### src/rtl/pwm_pkg.sv
// Shared definitions for the PWM sequencer: packet function codes, FSM states
// and the WAIT_RISE limit.
package pwm_pkg;

    localparam logic [7:0] FuncSlotWr  = 8'h03;
    localparam logic [7:0] FuncSeqCtrl = 8'h04;

    localparam int unsigned WaitRiseLimit = 16;
    localparam int unsigned WaitCntW      = $clog2(WaitRiseLimit);

    localparam logic [7:0] ChanUnused = 8'hFF;

    typedef enum logic [2:0] {
        StIdle     = 3'd0,
        StLaunch   = 3'd1,
        StWaitRise = 3'd2,
        StRun      = 3'd3,
        StGap      = 3'd4,
        StNext     = 3'd5
    } seq_state_e;

endpackage

### src/rtl/pwm_slot_ram.sv
// Schedule table: _SLOTS entries of {chan[7:0], gap[15:0]}, one write port and
// an asynchronous read port.
module pwm_slot_ram
    import pwm_pkg::*;
#(
    parameter int unsigned _SLOTS = 8
) (
    input  logic        clk_50M,
    input  logic        rst_n,
    input  logic        we,
    input  logic [2:0]  waddr,
    input  logic [23:0] wdata,
    input  logic [2:0]  raddr,
    output logic [23:0] rdata
);

    logic [23:0] mem_q [_SLOTS];

    // Empty slots reset to an out-of-range channel so a stray run flags an error.
    always_ff @(posedge clk_50M or negedge rst_n) begin
        if (!rst_n) begin
            for (int i = 0; i < int'(_SLOTS); i++) begin
                mem_q[i] <= {ChanUnused, 16'h0000};
            end
        end else if (we) begin
            mem_q[waddr] <= wdata;
        end
    end

    assign rdata = mem_q[raddr];

endmodule

### src/rtl/pwm_sequencer.sv
// Steps through a table of {channel, gap} slots, enabling one PWM channel at a
// time and waiting for its busy pulse, for a programmable number of loops.
module pwm_sequencer
    import pwm_pkg::*;
#(
    parameter int unsigned _NUM_CHANNELS = 4,
    parameter int unsigned _SLOTS        = 8,
    parameter int unsigned _TMO_WIDTH    = 24
) (
    input  logic                     clk_50M,
    input  logic                     rst_n,
    input  logic [7:0]               func_reg,
    input  logic [7:0]               rev_data1,
    input  logic [7:0]               rev_data2,
    input  logic [7:0]               rev_data3,
    input  logic [7:0]               rev_data4,
    input  logic                     pack_done,
    input  logic [_NUM_CHANNELS-1:0] pwm_busy,
    output logic [_NUM_CHANNELS-1:0] pwm_en,
    output logic                     seq_busy,
    output logic                     seq_done,
    output logic                     seq_err,
    output logic [2:0]               cur_slot
);

    seq_state_e                state_q, state_d;
    logic [_NUM_CHANNELS-1:0]  en_q, en_d;
    logic                      err_q, err_d;
    logic                      done_q, done_d;
    logic [2:0]                slot_q, slot_d;
    logic [7:0]                num_slots_q, num_slots_d;
    logic [7:0]                loops_q, loops_d;
    logic [WaitCntW-1:0]       wait_cnt_q, wait_cnt_d;
    logic [_TMO_WIDTH-1:0]     tmo_q, tmo_d;
    logic [15:0]               gap_cnt_q, gap_cnt_d;

    logic        ctrl_pkt, start_req, abort_req, start_ok, slot_we;
    logic [23:0] slot_rdata;
    logic [7:0]  slot_chan;
    logic [15:0] slot_gap;
    logic        chan_valid, busy_sel, last_slot;
    logic [_NUM_CHANNELS-1:0] chan_oh;

    assign ctrl_pkt  = pack_done && (func_reg == FuncSeqCtrl);
    assign abort_req = ctrl_pkt && rev_data2[1];
    assign start_req = ctrl_pkt && rev_data2[0] && !rev_data2[1];
    assign start_ok  = (rev_data1 != 8'd0) && (rev_data1 <= 8'(_SLOTS));
    assign slot_we   = pack_done && (func_reg == FuncSlotWr) && (state_q == StIdle) &&
                       (rev_data1 < 8'(_SLOTS));

    pwm_slot_ram #(
        ._SLOTS(_SLOTS)
    ) u_slot_ram (
        .clk_50M(clk_50M),
        .rst_n  (rst_n),
        .we     (slot_we),
        .waddr  (rev_data1[2:0]),
        .wdata  ({rev_data2, rev_data3, rev_data4}),
        .raddr  (slot_q),
        .rdata  (slot_rdata)
    );

    assign slot_chan  = slot_rdata[23:16];
    assign slot_gap   = slot_rdata[15:0];
    assign chan_valid = slot_chan < 8'(_NUM_CHANNELS);
    // en_q is one-hot on the active channel, so this picks that channel's busy.
    assign busy_sel   = |(pwm_busy & en_q);
    assign last_slot  = ({5'd0, slot_q} == (num_slots_q - 8'd1));

    always_comb begin
        chan_oh = '0;
        for (int unsigned i = 0; i < _NUM_CHANNELS; i++) begin
            chan_oh[i] = (slot_chan == 8'(i));
        end
    end

    always_comb begin
        state_d     = state_q;
        en_d        = en_q;
        err_d       = err_q;
        done_d      = 1'b0;
        slot_d      = slot_q;
        num_slots_d = num_slots_q;
        loops_d     = loops_q;
        wait_cnt_d  = wait_cnt_q;
        tmo_d       = tmo_q;
        gap_cnt_d   = gap_cnt_q;

        unique case (state_q)
            StIdle: begin
                if (start_req) begin
                    if (start_ok) begin
                        err_d   = 1'b0;
                        slot_d  = 3'd0;
                        state_d = StLaunch;
                    end else begin
                        err_d = 1'b1;
                    end
                end
            end
            StLaunch: begin
                if (chan_valid) begin
                    en_d       = chan_oh;
                    wait_cnt_d = '0;
                    state_d    = StWaitRise;
                end else begin
                    err_d   = 1'b1;
                    state_d = StNext;
                end
            end
            StWaitRise: begin
                if (busy_sel) begin
                    tmo_d   = '0;
                    state_d = StRun;
                end else if (wait_cnt_q == WaitCntW'(WaitRiseLimit - 1)) begin
                    err_d     = 1'b1;
                    en_d      = '0;
                    gap_cnt_d = 16'd1;
                    state_d   = (slot_gap == 16'd0) ? StNext : StGap;
                end else begin
                    wait_cnt_d = wait_cnt_q + 1'b1;
                end
            end
            StRun: begin
                if (!busy_sel || (tmo_q == '1)) begin
                    if (busy_sel) begin
                        err_d = 1'b1;
                    end
                    en_d      = '0;
                    gap_cnt_d = 16'd1;
                    state_d   = (slot_gap == 16'd0) ? StNext : StGap;
                end else begin
                    tmo_d = tmo_q + 1'b1;
                end
            end
            StGap: begin
                if (gap_cnt_q == slot_gap) begin
                    state_d = StNext;
                end else begin
                    gap_cnt_d = gap_cnt_q + 16'd1;
                end
            end
            StNext: begin
                if (last_slot) begin
                    slot_d = 3'd0;
                    // loops_q == 0 means run forever.
                    if (loops_q == 8'd1) begin
                        loops_d = 8'd0;
                        done_d  = 1'b1;
                        state_d = StIdle;
                    end else begin
                        if (loops_q != 8'd0) begin
                            loops_d = loops_q - 8'd1;
                        end
                        state_d = StLaunch;
                    end
                end else begin
                    slot_d  = slot_q + 3'd1;
                    state_d = StLaunch;
                end
            end
            default: state_d = StIdle;
        endcase

        if (ctrl_pkt) begin
            num_slots_d = rev_data1;
            loops_d     = rev_data3;
        end

        if (abort_req && (state_q != StIdle)) begin
            state_d = StIdle;
            en_d    = '0;
            done_d  = 1'b0;
        end
    end

    always_ff @(posedge clk_50M or negedge rst_n) begin
        if (!rst_n) begin
            state_q     <= StIdle;
            en_q        <= '0;
            err_q       <= 1'b0;
            done_q      <= 1'b0;
            slot_q      <= 3'd0;
            num_slots_q <= 8'd0;
            loops_q     <= 8'd0;
            wait_cnt_q  <= '0;
            tmo_q       <= '0;
            gap_cnt_q   <= 16'd0;
        end else begin
            state_q     <= state_d;
            en_q        <= en_d;
            err_q       <= err_d;
            done_q      <= done_d;
            slot_q      <= slot_d;
            num_slots_q <= num_slots_d;
            loops_q     <= loops_d;
            wait_cnt_q  <= wait_cnt_d;
            tmo_q       <= tmo_d;
            gap_cnt_q   <= gap_cnt_d;
        end
    end

    assign pwm_en   = en_q;
    assign seq_busy = (state_q != StIdle);
    assign seq_done = done_q;
    assign seq_err  = err_q;
    assign cur_slot = slot_q;

endmodule
### config.mk
export PLATFORM = sky130hd
export DESIGN_NAME = pwm_sequencer
export DESIGN_NICKNAME = d
export VERILOG_FILES = /design/src/rtl/pwm_pkg.sv /design/src/rtl/pwm_slot_ram.sv /design/src/rtl/pwm_sequencer.sv
export SDC_FILE = /design/constraint.sdc
export NUM_CORES = 1
export LEC_CHECK = 0
export BUFFER_PORTS_ARGS = -buffer_cell sky130_fd_sc_hd__buf_2
export CAP_MARGIN = 0
export CORE_MARGIN = 2
export CORE_UTILIZATION = 30
export CTS_CLUSTER_DIAMETER = 40
export DETAILED_ROUTE_END_ITERATION = 12
export PLACE_DENSITY = 0.42
export SYNTH_ARGS = -nofsm -noshare
export SYNTH_HDL_FRONTEND = slang
export SYNTH_SLANG_ARGS = --single-unit
### constraint.sdc
create_clock -name clk_50M -period 6.2 [get_ports clk_50M]
set_input_delay 0.31 -clock clk_50M [delete_from_list [all_inputs] [get_ports clk_50M]]
set_output_delay 0.31 -clock clk_50M [all_outputs]
set_load 0.02 [all_outputs]
## Word-level counts from Yosys, hierarchy flattened

Index checks and enable logic that the tools add are counted.

- Register bits: 264
- Output and inout bits: 10
- Logic and storage cells: 162

- Add/sub/neg operators: 6
- Order comparisons: 6
- Equal/unequal tests: 35
- Multiplexer cells: 57
- Bitwise operators: 3
- Reduce and logical (&&, ||, !) cells: 37

Operators with widths:

| operator | number |
|---|---|
| $bwmux W192 | 1 |
| $mux W24 | 5 |
| $bmux W24 S3 | 1 |
| $demux W24 S3 | 1 |
| $mux W16 | 4 |
| $pmux W16 S3 | 1 |
| $pmux W24 S2 | 1 |
| $mux W8 | 5 |
| $mux W3 | 12 |
| $mux W4 | 8 |
| $add A24 B1 Y24 const B | 1 |
| $eq A24 B24 Y1 const B | 1 |
| $eq A8 B2 Y1 const B | 3 |
| $ne A2 B2 Y1 const B | 12 |
| $pmux W3 S6 | 1 |
| $add A16 B1 Y16 const B | 1 |
| $eq A16 B16 Y1 | 1 |
| $eq A8 B1 Y1 const B | 2 |
| $logic_not A16 Y1 | 1 |
| $reduce_bool A8 Y1 | 2 |
| $sub A8 B1 Y8 const B | 2 |
| $ne A3 B3 Y1 const B | 5 |
| $reduce_and A5 Y1 | 3 |
| $mux W1 | 13 |
| 33 further kinds | 57 |

## Depth between registers and ports, before layout

- Depth after elaboration: 10
- Gate-level depth with buffers: 12

## Modules after synthesis

Synthesis repeated with hierarchy kept, for this count alone.

- Cells, all modules: 1010
- Area total of the unflattened synthesis: 13145.1 µm²

By module, submodules not included:

| module | times used | cells an instance | area each (µm²) | sequential area each (µm²) |
|---|---|---|---|---|
| pwm_slot_ram | 1 | 500 | 8792.2 | 4884.7 |
| pwm_sequencer | 1 | 510 | 4352.9 | 1801.7 |

## Least setup slack after synthesis

No wires, ideal clock.

- Path kind: register -> register
- From: register slot_q[0] (netlist: cur_slot[0])
- To: register gap_cnt_q[10]
- Arrival: 2.643 ns
- Data required time: 6.079 ns
- Setup slack: 3.436 ns
- Cell stages (with the launch flop): 11
- Path buffers: 3
- Period minus slack after synthesis: 2.764 ns
- Path through: dfrtp_1 buf_6 buf_12 mux4_2 mux2i_4 xnor2_1 a2111oi_4 nand4_2 o21a_4 buf_6 a22o_1

- Longest elaborated chain between the ends: 7

RTL lines:

| element | RTL line | text |
|---|---|---|
| start: declaration | pwm_sequencer.sv:30 | `logic [2:0] slot_q, slot_d;` |
| start signal: assignment | pwm_sequencer.sv:194 | `slot_q <= slot_d;` |
| $not A3 Y4 (not written as such) | pwm_slot_ram.sv:30 | `assign rdata = mem_q[raddr];` |
| $bmux W24 S3 | pwm_slot_ram.sv:30 |  |
| $mux W24 (not written as such) (2 in a row) | pwm_slot_ram.sv:30 |  |
| $eq A16 B16 Y1 | pwm_sequencer.sv:137 | `if (gap_cnt_q == slot_gap) begin` |
| $ne A2 B2 Y1 (no line) | - |  |
| $reduce_and A5 Y1 (no line) | - |  |
| end signal: assignment | pwm_sequencer.sv:199 | `gap_cnt_q <= gap_cnt_d;` |
| end: declaration | pwm_sequencer.sv:35 | `logic [15:0] gap_cnt_q, gap_cnt_d;` |

Every way passes these cells. The select of a mux whose other input is x is not followed.
A chain may end at the register's enable or synchronous reset.

## Final worst setup path

- From: register slot_q[0] (netlist: cur_slot[0])
- To: register gap_cnt_q[5]

Same word-level chain as after synthesis.

==> metrics.txt <==
# TYPE chip_impl_metric gauge
chip_impl_info{name="run_status",value="finished clean"} 1
chip_impl_metric{name="cts_made_buffers",unit=""} 53
chip_impl_metric{name="clock_path_buffers",unit=""} 3
chip_impl_metric{name="synth_warnings",unit=""} 0
chip_impl_metric{name="grt_antenna_before_repair",unit=""} 2
chip_impl_metric{name="placement_rows",unit=""} 75
chip_impl_metric{name="synth_cells",unit=""} 1112
chip_impl_metric{name="drt_drc_violations_left",unit=""} 0
chip_impl_info{name="ys.flop_type",value="sky130_fd_sc_hd__dfrtp_1"} 1
chip_impl_info{name="ranking_of_synthesized_cells_by_area",value="sky130_fd_sc_hd__dfrtp_1 39%, sky130_fd_sc_hd__mux2_2 14%, sky130_fd_sc_hd__dfstp_2 13%"} 1
chip_impl_metric{name="vdd_ir_drop_max",unit="µV"} 200
chip_impl_metric{name="finalCritPeriodShare",unit="%"} 56.5
chip_impl_metric{name="worst_slew_pin_slew",unit="ns"} 1.09
chip_impl_metric{name="syn_area",unit="µm²"} 12800
chip_impl_metric{name="finalWeightedCongestion",unit=""} 0.786
chip_impl_metric{name="core_area",unit="µm²"} 42100
chip_impl_metric{name="cap_violations",unit=""} 0
chip_impl_metric{name="timing.reg2reg.worst_path_depth",unit=""} 9
chip_impl_metric{name="grt_remaining_overflow",unit=""} 0
chip_impl_info{name="timing.critical_path.to_type",value="flop"} 1
chip_impl_metric{name="synth.avg_cell_area",unit="µm²"} 11.5
chip_impl_metric{name="viasPerCell",unit=""} 4.93
chip_impl_metric{name="grt_max_degree",unit=""} 147
chip_impl_metric{name="finish_stage_setup_viols",unit=""} 0
chip_impl_metric{name="dp.cells",unit=""} 1666
chip_impl_info{name="cts.root.buffer_cell",value="sky130_fd_sc_hd__clkbuf_16"} 1
chip_impl_metric{name="die_w",unit="µm"} 211
chip_impl_metric{name="design.portCount",unit=""} 57
chip_impl_metric{name="final.fill_count",unit=""} 4107
chip_impl_metric{name="worst_hold_slack",unit="ns"} 0.0329
chip_impl_metric{name="first_pass_iters",unit=""} 5
chip_impl_metric{name="final-instance-count-excl-fill",unit=""} 1783
chip_impl_metric{name="setup_total_negative_slack",unit="ns"} 0
chip_impl_metric{name="grt_pass1_wl",unit="µm"} 55200
chip_impl_info{name="min_to",value="u_slot_ram.mem_q[125]$_DFFE_PN0P_"} 1
chip_impl_metric{name="final_util",unit="%"} 37.6
chip_impl_info{name="unrepaired_setup_endpoints_after_global_routing",value="no"} 1
chip_impl_metric{name="ant_nets",unit=""} 0
chip_impl_metric{name="postSynthNetCount",unit=""} 1166
chip_impl_metric{name="die-height",unit="µm"} 211
chip_impl_metric{name="p_leak",unit="nW"} 7.29
chip_impl_metric{name="synth_top_area_share",unit="%"} 39.0
chip_impl_metric{name="post_route_cells_drive_above_1_share",unit="%"} 34.8
chip_impl_info{name="start_kind",value="flop"} 1
chip_impl_info{name="synth_common_cells",value="200 x sky130_fd_sc_hd__dfrtp_1, 193 x sky130_fd_sc_hd__nand2_1, 154 x sky130_fd_sc_hd__mux2_2"} 1
chip_impl_metric{name="flow.area_growth_from_synthesis",unit="%"} 23.2
chip_impl_metric{name="cellPowerDensity",unit="nW/µm²"} 391
chip_impl_metric{name="routed_wire_length_per_instance",unit="µm"} 19.8
chip_impl_metric{name="synth.distinct_cells",unit=""} 73
chip_impl_metric{name="final-hold-violation-count",unit=""} 0
chip_impl_metric{name="dr_total_vias",unit=""} 8794
chip_impl_metric{name="worstSkewPairLatency",unit="ns"} 0.59
chip_impl_metric{name="cts.reportedPaths.clkPinSlew",unit="ns"} 0.05
chip_impl_metric{name="cts-resized-gates",unit=""} 0
chip_impl_info{name="reg2reg_from",value="cur_slot[0]$_DFFE_PN0P_"} 1
chip_impl_info{name="cts_tree",value="built"} 1
chip_impl_info{name="tightest_hold_check_type",value="in -> reg"} 1
chip_impl_metric{name="vias_in_the_first_global_route",unit=""} 9158
chip_impl_metric{name="port-buffer-count",unit=""} 56
chip_impl_metric{name="floorplan.initialDensity",unit="%"} 30.5
chip_impl_info{name="critical_path_class",value="reg -> reg"} 1
chip_impl_metric{name="pre_cts_slack",unit="ns"} 2.61
chip_impl_metric{name="h-tree-depth",unit=""} 2
chip_impl_metric{name="worst_ep_required_time",unit="ns"} 6.69
chip_impl_info{name="rr_endpoint",value="gap_cnt_q[5]$_DFFE_PN0P_"} 1
chip_impl_metric{name="worst-r2r-setup-slack",unit="ns"} 2.70
chip_impl_metric{name="track_usage",unit="%"} 16.3
chip_impl_metric{name="post_synth_edffs",unit=""} 0
chip_impl_metric{name="synth_sequential_area_ratio",unit="%"} 52.1
chip_impl_metric{name="critical_path_peak_fanout",unit=""} 32
chip_impl_info{name="synth_area_leader_cell",value="sky130_fd_sc_hd__dfrtp_1"} 1
chip_impl_metric{name="yosys_register_bits",unit=""} 264
chip_impl_metric{name="setup_ws",unit="ns"} 2.70
chip_impl_metric{name="initialDrtViolationCount",unit=""} 611
chip_impl_metric{name="max_slew_margin",unit="%"} 27.3
chip_impl_info{name="worst_hold_start",value="rev_data4[5]"} 1
chip_impl_metric{name="cp_data_arrival_time",unit="ns"} 3.99
chip_impl_metric{name="number_of_clock_sinks_seen_by_cts",unit=""} 264
chip_impl_metric{name="share_of_flip_flops_with_an_asynchronous_set_or_reset",unit="%"} 100
chip_impl_metric{name="post-dp-hpwl",unit="µm"} 21700
chip_impl_metric{name="skew",unit="ns"} 0.0217
chip_impl_metric{name="worst_hold_path.num_cells",unit=""} 3
chip_impl_metric{name="routed_wirelength",unit="µm"} 35300
chip_impl_metric{name="fmax",unit="MHz"} 286
chip_impl_metric{name="die_area",unit="µm²"} 44500
chip_impl_metric{name="timing.final.max_slew_violations",unit=""} 0
chip_impl_metric{name="number_of_nets_at_the_end_of_the_flow",unit=""} 1253
chip_impl_info{name="synth.most_common_cell",value="sky130_fd_sc_hd__dfrtp_1"} 1
chip_impl_metric{name="final.min_clock_period",unit="ns"} 3.50
## cells by family (layout without fill, tap and decap cells)
group                    count (synthesis)  count (layout)  synth area share [%]
adder cells (fa/ha/maj)                  7               7                 0.682
AND/OR/NAND/NOR                        394             394                  14.3
multiplexers                           216             216                  21.0
flip-flops                             264             264                  52.1
AO/OA/AOI/OAI                          125             125                  6.65
XOR/XNOR                                41              41                  2.80
other                                    0               1                     0
buffers and inverters                   65             196                  2.48
## worst max path at each step
stage          depth (start not counted)                   endpoint                     from
2_1_floorplan                         10  gap_cnt_q[10]$_DFFE_PN0P_  cur_slot[0]$_DFFE_PN0P_
3_5_place_dp                           9   gap_cnt_q[5]$_DFFE_PN0P_  cur_slot[0]$_DFFE_PN0P_
4_1_cts                                9   gap_cnt_q[5]$_DFFE_PN0P_  cur_slot[0]$_DFFE_PN0P_
6_report                               9   gap_cnt_q[5]$_DFFE_PN0P_  cur_slot[0]$_DFFE_PN0P_
3_3_place_gp                           9   gap_cnt_q[5]$_DFFE_PN0P_  cur_slot[0]$_DFFE_PN0P_
5_1_grt                                9   gap_cnt_q[5]$_DFFE_PN0P_  cur_slot[0]$_DFFE_PN0P_
## power breakdown
| group | switching [mW] | internal, mW | leakage (nW) | total (mW) |
|---|---|---|---|---|
| combinational | 0.633 | 0.437 | 2.93 | 1.07 |
| clock | 0.993 | 2.13 | 0.959 | 3.13 |
| sequential | 0.189 | 1.80 | 3.40 | 1.99 |
| total | 1.81 | 4.37 | 7.29 | 6.18 |
## critical path: stages, from the launching register on
cell	delay, ns
sky130_fd_sc_hd__dfrtp_4	0.84
sky130_fd_sc_hd__buf_4	0.47
sky130_fd_sc_hd__mux2i_1	0.15
sky130_fd_sc_hd__a22o_1	0.27
sky130_fd_sc_hd__or3_1	0.36
sky130_fd_sc_hd__a2111oi_2	0.29
sky130_fd_sc_hd__nand4_1	0.23
sky130_fd_sc_hd__o21ai_2	0.31
sky130_fd_sc_hd__nand2_2	0.20
sky130_fd_sc_hd__a41oi_1	0.27
## stage by stage
stage | instance area (µm²) | power, mW
4_1_cts | 15800 | 6.29
3_3_place_gp | 13700 | 3.09
2_1_floorplan | 12800 | 2.76
6_report | 15800 | 6.18
3_5_place_dp | 13700 | 3.09
5_1_grt | 15800 | 6.47
## cell usage in the layout, fill, tap and decap left out, types with 31 or more instances in the layout
master                      count
sky130_fd_sc_hd__mux2_2       154
sky130_fd_sc_hd__dfstp_2       64
sky130_fd_sc_hd__clkbuf_16     54
sky130_fd_sc_hd__nand3_1       31
sky130_fd_sc_hd__nor2_1        66
sky130_fd_sc_hd__dfrtp_1      198
sky130_fd_sc_hd__mux2i_1       34
sky130_fd_sc_hd__nand2_1      193
sky130_fd_sc_hd__buf_2         55
sky130_fd_sc_hd__o21ai_0       32
## cell type report
cell class	count	area [µm²]	share of cell area, %
clock inverter	33	512	3.23
clock buffer	66	1460	9.21
sequential	264	6690	42.3
multi-input combinational	783	5870	37.1
antenna	1	2.50	0.0158
tap	539	674	4.26
timing repair buffer	85	563	3.56
inverter	12	47.5	0.301
## sequential cells by signal, indices dropped and copies added (netlist names)
name	count
tmo_q	24
seq_err	1
cur_slot	3
gap_cnt_q	16
loops_q	8
state_q	3
wait_cnt_q	4
u_slot_ram.mem_q	192
num_slots_q	8
seq_done	1
pwm_en	4
## repair_timing
action                                 4_1_cts  5_1_grt
hold buffers                                17        0
endpoints found under the hold margin      145        0
setup buffers                                0        0
## metal layers
| layer | up-vias | routed length, µm | track usage (%) |
|---|---|---|---|
| li1 | 4152 | - | - |
| met1 | 4430 | 16900 | 22.0 |
| met2 | 154 | 16300 | 26.2 |
| met3 | 56 | 1300 | 3.14 |
| met4 | 2 | 872 | 5.76 |
| met5 | - | 7 | 0 |
No activity file was read; power rests on OpenSTA's default activity.
